==> src/rtl/timer_pkg.sv <==
// Shared definitions for the BCD countdown timer: digit width, BCD limit,
// FSM state encoding and the per-digit clamp helper.
package timer_pkg;
  localparam int DIGIT_W = 4;
  localparam logic [DIGIT_W-1:0] BCD_MAX = 4'd9;

  typedef enum logic [1:0] {
    ST_IDLE    = 2'd0,
    ST_RUN     = 2'd1,
    ST_EXPIRED = 2'd2
  } state_t;

  function automatic logic [DIGIT_W-1:0] bcd_clamp(input logic [DIGIT_W-1:0] d);
    return (d > BCD_MAX) ? BCD_MAX : d;
  endfunction
endpackage

==> src/rtl/bcd_digit_cell.sv <==
// One BCD digit of the countdown chain: loads, reloads or decrements with
// 0 -> 9 wrap. The borrow decision is made by the top level.
module bcd_digit_cell
  import timer_pkg::*;
(
  input  logic               clk,
  input  logic               rst,
  input  logic               load,
  input  logic [DIGIT_W-1:0] load_val,
  input  logic               dec_en,
  input  logic               reload_en,
  output logic [DIGIT_W-1:0] digit,
  output logic               is_zero
);
  always_ff @(posedge clk) begin
    if (rst)
      digit <= '0;
    else if (load || reload_en)
      digit <= load_val;
    else if (dec_en)
      digit <= (digit == '0) ? BCD_MAX : digit - 1'b1;
  end

  assign is_zero = (digit == '0);
endmodule

==> src/rtl/bcd_countdown_timer.sv <==
// Cascaded BCD countdown timer: FSM, preset register, borrow chain and
// expiry detect around NUM_DIGITS digit cells.
module bcd_countdown_timer
  import timer_pkg::*;
#(
  parameter int NUM_DIGITS  = 4,
  parameter int AUTO_RELOAD = 0
) (
  input  logic                          clk,
  input  logic                          rst,
  input  logic                          load,
  input  logic [DIGIT_W*NUM_DIGITS-1:0] value_in,
  input  logic                          dec,
  input  logic                          hold,
  output logic [DIGIT_W*NUM_DIGITS-1:0] value_out,
  output logic                          running,
  output logic                          timeout,
  output logic                          expired
);
  state_t state_q, state_d;
  logic [NUM_DIGITS-1:0][DIGIT_W-1:0] load_clamp, preset_q, cell_val, digit_q;
  logic [NUM_DIGITS-1:0] is_zero, lower_zero, dec_en, one_chk;
  logic accept, cnt_is_one, expire, reload_en, load_nz, timeout_q;

  // Load wins over dec, so a coincident dec never reaches the chain.
  assign accept    = dec & ~hold & ~load & (state_q == ST_RUN);
  assign expire    = accept & cnt_is_one;
  assign reload_en = expire & (AUTO_RELOAD != 0);
  assign load_nz   = |load_clamp;

  always_comb begin
    one_chk    = is_zero;
    one_chk[0] = (digit_q[0] == 4'd1);
    cnt_is_one = &one_chk;
  end

  genvar k;
  generate
    for (k = 0; k < NUM_DIGITS; k++) begin : g_digit
      assign load_clamp[k] = bcd_clamp(value_in[k*DIGIT_W +: DIGIT_W]);
      if (k == 0) begin : g_lsd
        assign lower_zero[k] = 1'b1;
      end else begin : g_upper
        assign lower_zero[k] = lower_zero[k-1] & is_zero[k-1];
      end
      assign dec_en[k]   = accept & ~reload_en & lower_zero[k];
      assign cell_val[k] = load ? load_clamp[k] : preset_q[k];

      bcd_digit_cell u_cell (
        .clk       (clk),
        .rst       (rst),
        .load      (load),
        .load_val  (cell_val[k]),
        .dec_en    (dec_en[k]),
        .reload_en (reload_en),
        .digit     (digit_q[k]),
        .is_zero   (is_zero[k])
      );
    end
  endgenerate

  always_comb begin
    state_d = state_q;
    if (load)
      state_d = load_nz ? ST_RUN : ST_EXPIRED;
    else if (expire)
      state_d = (AUTO_RELOAD != 0) ? ST_RUN : ST_EXPIRED;
  end

  always_ff @(posedge clk) begin
    if (rst) begin
      state_q   <= ST_IDLE;
      preset_q  <= '0;
      timeout_q <= 1'b0;
    end else begin
      state_q   <= state_d;
      timeout_q <= expire;
      if (load)
        preset_q <= load_clamp;
    end
  end

  assign value_out = digit_q;
  assign running   = (state_q == ST_RUN);
  assign expired   = (state_q == ST_EXPIRED);
  assign timeout   = timeout_q;
endmodule

==> config.mk <==
export PLATFORM = sky130hd
export DESIGN_NAME = bcd_countdown_timer
export DESIGN_NICKNAME = d
export VERILOG_FILES = /design/src/rtl/timer_pkg.sv /design/src/rtl/bcd_digit_cell.sv /design/src/rtl/bcd_countdown_timer.sv
export SDC_FILE = /design/constraint.sdc
export NUM_CORES = 1
export LEC_CHECK = 0
export BUFFER_PORTS_ARGS = -buffer_cell sky130_fd_sc_hd__buf_2
export CORE_MARGIN = 3
export CORE_UTILIZATION = 45
export DETAILED_ROUTE_END_ITERATION = 10
export HOLD_SLACK_MARGIN = 0.1
export PLACE_DENSITY = 0.75
export SYNTH_ARGS = -nofsm -noshare
export SYNTH_HDL_FRONTEND = slang
export SYNTH_HIERARCHICAL = 1
export SYNTH_SLANG_ARGS = --single-unit
==> constraint.sdc <==
create_clock -name clk -period 1.9 [get_ports clk]
set_input_delay 0.285 -clock clk [delete_from_list [all_inputs] [get_ports clk]]
set_output_delay 0.285 -clock clk [all_outputs]
set_load 0.1 [all_outputs]
* Yosys cells after proc, flatten, opt, wreduce, memory -nomap -nowiden *
Index checks and enable logic that the tools add are counted.

word-level totals
  register bits after elaboration = 19
  bits of input ports = 21
  output and inout port bits = 19

operators by class
  add/sub/neg operators = 4
  $lt $le $gt $ge = 4
  eq/ne operators = 3
  muxes and demuxes = 19
  bitwise operators = 11
  reduce and logical (&&, ||, !) cells = 11

operators by type and width
  cell                 count
  $mux 4               16
  $gt 4x4->1 const B   4
  $logic_not 4->1      4
  $reduce_or 16->1     1
  $sub 4x1->4 const B  4
  $reduce_bool 2->1    5
  $and 1x1->1          9
  $mux 2               3
  $eq 4x1->1 const B   1
  $reduce_and 4->1     1
  $eq 2x1->1 const B   1
  $eq 2x2->1 const B   1
  $not 1->1            2

* Depth between registers and ports, before layout *
  depth in word-level cells = 7
  mapped depth = 6

* Modules after synthesis *
The synthesis kept the hierarchy.

by module, submodules not included
  module               times used  cells each  area each (um^2)  seq. area each (um^2)
  bcd_countdown_timer  1           107         919.6             380.4
  bcd_digit_cell       4           23          214.0             80.1

* Worst setup path after synthesis *
No wires, ideal clock.

  path kind = flip-flop to flip-flop
  start point = register g_digit[0].u_cell.digit[1]
  end point = register g_digit[3].u_cell.digit[3]
  data arrival time = 2129 ps
  data required time = 1814 ps
  slack = -314 ps
  stages on the path, launching flop included = 7
  path buffers = 0
  path through = dfxtp_1 > nor4_1 > and3_1 > and3_1 > nor4b_4 > xnor2_1 > a211oi_1

on the way
  longest elaborated chain between the ends = 5

RTL lines
  what                                RTL line                   text
  start, declared                     bcd_digit_cell.sv:12       output logic [DIGIT_W-1:0] digit,
  start signal, assigned              bcd_digit_cell.sv:19       digit <= load_val;
  start signal, assigned              bcd_digit_cell.sv:21       digit <= (digit == '0) ? BCD_MAX : digit - 1'b1;
  $logic_not 4->1                     bcd_digit_cell.sv:24       assign is_zero = (digit == '0);
  via is_zero[0]                      bcd_countdown_timer.sv:22  logic [NUM_DIGITS-1:0] is_zero, lower_zero, dec_en, one_chk;
  $and 1x1->1 (2 in a row)            bcd_countdown_timer.sv:44  assign lower_zero[k] = lower_zero[k-1] & is_zero[k-1];
  $and 1x1->1                         bcd_countdown_timer.sv:46  assign dec_en[k] = accept & ~reload_en & lower_zero[k];
  via dec_en[3]                       bcd_countdown_timer.sv:22
  $reduce_bool 2->1 (no source line)  n/a
  end signal, assigned                bcd_digit_cell.sv:19
  end signal, assigned                bcd_digit_cell.sv:21
  end, declared                       bcd_digit_cell.sv:12

The timed path passes the listed nets, and every way through them passes these cells.
A chain may end at the register's enable or synchronous reset.

* Worst setup path after layout *
  start point = register g_digit[0].u_cell.digit[0]
  end point = register g_digit[3].u_cell.digit[1]

The elaborated chain is that of the path after synthesis.

==> results.json <==
{
  "status": "complete, no violations",
  "required_ps": 2100,
  "clock.fmax_ghz": 0.555,
  "start_util_pct": 47.4,
  "fill_cells": 345,
  "setup.worst_path.start_class": "flip-flop",
  "cts_resized": 0,
  "hold_class": "primary input to flip-flop",
  "dpl.hpwl_um": 3030,
  "fin_crit_ps": 1800,
  "numClockSinks": 35,
  "drive_above_1_share_pct": 36.2,
  "critPathArrivalTime_ps": 2000,
  "htreeDepth": 2,
  "insertedDiodeCount": 0,
  "clock_path_buffers": 2,
  "startpoint": "g_digit[0].u_cell/digit[0]",
  "dp.cells": 297,
  "totalWireLength_um": 4090,
  "grt_max_degree": 25,
  "synthTopCellsByArea": "dfxtp_1 39%, nor4b_4 6.7%, nor2_1 6.3%",
  "worstSkewPairLatency_ps": 280,
  "ys_warn_count": 6,
  "finish.instance_area_um2": 2270,
  "placed_area_um2": 2140,
  "grt_setup_unrepaired": "false",
  "skew_ps": 4.89,
  "power.share.switching_pct": 34.0,
  "via_per_inst": 5.23,
  "rr_startpoint": "g_digit[0].u_cell/digit[0]",
  "ir_drop_mv": 0.443,
  "syn-cell-area_um2": 1780,
  "synth_mux_area_share_pct": 2.54,
  "yosys.area.top_type_share_pct": 39.5,
  "multi_input_area_um2": 1080,
  "drtIter0Drc": 108,
  "crit_slowest_cell": "dfxtp_4",
  "p_per_area_nw_per_um2": 831,
  "crit_end": "g_digit[3].u_cell/digit[1]",
  "layout_common_cells": "39 x buf_2, 30 x nor2_1, 24 x nand2_1, 23 x dfxtp_1, 14 x and2_1",
  "synth.distinct_cells": 34,
  "grt_pass1_vias": 1475,
  "crit_fanout": 7,
  "synthToLayoutAreaGrowth_pct": 28.0,
  "clk_pin_slew_ps": 70,
  "die_x_um": 68.8,
  "mostFrequentLayoutCell": "buf_2",
  "finalNonFillerCells": 305,
  "fin_tns_setup_ps": 0,
  "finalHoldViolCount": 0,
  "clock_tree.root_cell": "clkbuf_8",
  "ant_nets": 0,
  "overflow": 0,
  "critical_path_class": "flip-flop to flip-flop",
  "seq_power_share_pct": 44.0,
  "synth_fa_ha_area_share_pct": 0,
  "die_y_um": 68.8,
  "antenna_found_initial": 0,
  "final_max_slew_viol_count": 0,
  "cts_tree": "yes",
  "setup_viol": 0,
  "slowest_delay_ps": 380,
  "finalCritPeriodShare_pct": 94.8,
  "drc": 0,
  "power.share.clock_pct": 31.2,
  "p_sw_mw": 0.642,
  "cts-hold-fix-buffers": 0,
  "drv_cap": 0,
  "cts_setup_buffers": 0,
  "yosys.area.top_type": "dfxtp_1",
  "port_buffers": 39,
  "synthCells": 199,
  "regArea_um2": 721,
  "share_comb_of_total_power_pct": 24.8,
  "design.die.area_um2": 4730,
  "reg2reg_slack_ps": 100,
  "rows": 22,
  "end_kind": "flip-flop",
  "grtUsageTotal_pct": 19.4,
  "ys_ff_latch": 35,
  "avgRoutedWirePerCell_um": 13.4,
  "seq_area_frac_synth_pct": 39.5,
  "synth_xor_area_share_pct": 1.97,
  "synth-simple-area-share_pct": 35.4,
  "power_leakage_nw": 0.918,
  "cts_buffers": 5,
  "io_pins": 40,
  "intPower_mw": 1.25,
  "nets": 277,
  "synth_top_family_by_area": "simple AND/OR/NAND/NOR gates",
  "core_um2": 3740,
  "cp_cell_sequence": "nor4_4, and3_4, and3_1, nand2b_1, or3_1, a311oi_2",
  "r2r_end": "g_digit[3].u_cell/digit[1]",
  "worstRegToRegCells": 6,
  "routabilityCongestion": 0.855,
  "synth-compound-area-share_pct": 18.0,
  "vias": 1594,
  "grt_first_pass_wirelength_um": 6780,
  "synth_area_per_cell_um2": 8.92,
  "firstDrtPassIters": 4
}
-- how the worst min path moves through the flow --
stage | from | to | slack, ps | cells past startpoint
after detailed placement | preset_q[13] | preset_q[13] | 460 | 2
final | value_in[13] | preset_q[13] | 300 | 3
after CTS | value_in[13] | preset_q[13] | 280 | 3
after global routing | value_in[13] | preset_q[13] | 320 | 3
after global placement | preset_q[13] | preset_q[13] | 460 | 2
after floorplan | rst | g_digit[0].u_cell/digit[1] | 340 | 1
-- through the flow --
stage / setup WS, ps / hold slack, ps / total power [mW] / util, %
2_1_floorplan: 6.33 / 344 / 1.18 / -
3_3_place_gp: 65.3 / 456 / 1.30 / 57.1
3_5_place_dp: 15.4 / 460 / 1.30 / 57.1
4_1_cts: 4.31 / 284 / 1.89 / 59.7
5_1_grt: 10.8 / 316 / 1.98 / 60.7
6_report: 98.9 / 300 / 1.89 / 60.7
-- metal layers --
metal | vias up | share of wire (%) | track usage [%] | routed length [um]
met3 | 7 | 5.5 | 4.21 | 225
li1 | 826 | - | - | -
met5 | - | 0 | 0 | 0
met2 | 44 | 41 | 26.9 | 1660
met1 | 717 | 52 | 27.9 | 2110
met4 | 0 | 2.2 | 9.49 | 90
-- cell type report --
type / instances / area share [%]
repair buffers: 51 / 12.6
inverters: 6 / 0.991
well taps: 48 / 2.64
flip-flops and latches: 35 / 31.7
clock buffers: 8 / 4.41
multi-input cells: 157 / 47.7
-- worst max-delay path: cells and delay by family, from the launching register on --
| kind | cells | cell delay, ps |
|---|---|---|
| AO/OA/AOI/OAI | 1 | 230 |
| AND/OR/NAND/NOR | 5 | 1120 |
| flip-flops | 1 | 380 |
-- power by group through the flow --
stage / Sequential, mW / Combinational (mW) / Clock [mW]
6_report: 0.830 / 0.469 / 0.589
5_1_grt: 0.838 / 0.503 / 0.635
4_1_cts: 0.827 / 0.461 / 0.601
3_5_place_dp: 0.843 / 0.459 / 0
3_3_place_gp: 0.842 / 0.456 / 0
2_1_floorplan: 1.02 / 0.168 / 0
-- logic make-up after synthesis --
logic type,after synthesis
and+or+nand+nor,106
AOI/OAI and AO/OA,39
DFF,35
buffers and inverters,10
xor gates and xnor gates,4
muxes,4
other,1
-- state kept, by name, summed over array words and instances, names as in the netlist --
register,flops
g_digit.u_cell/digit,16
preset_q,16
state_q,2
timeout,1
-- Yosys cell counts (all sizes together) --
master and number:
dfxtp 35, nor2 30, nand2 24, and2 14
a311oi 12, nor4 8, o21ai 8, inv 6
nor4b 6, a211oi 5, nor2b 5, a21oi 4
a31oi 4, mux2 4, nand2b 4, o2bb2ai 4
or2b 4, or3 4, xnor2 4, and3 3
buf 2, clkbuf 2, nand4 2, a32o 1
a41oi 1, and4b 1, conb 1, nor3b 1
(Power assumes the default switching activity.)
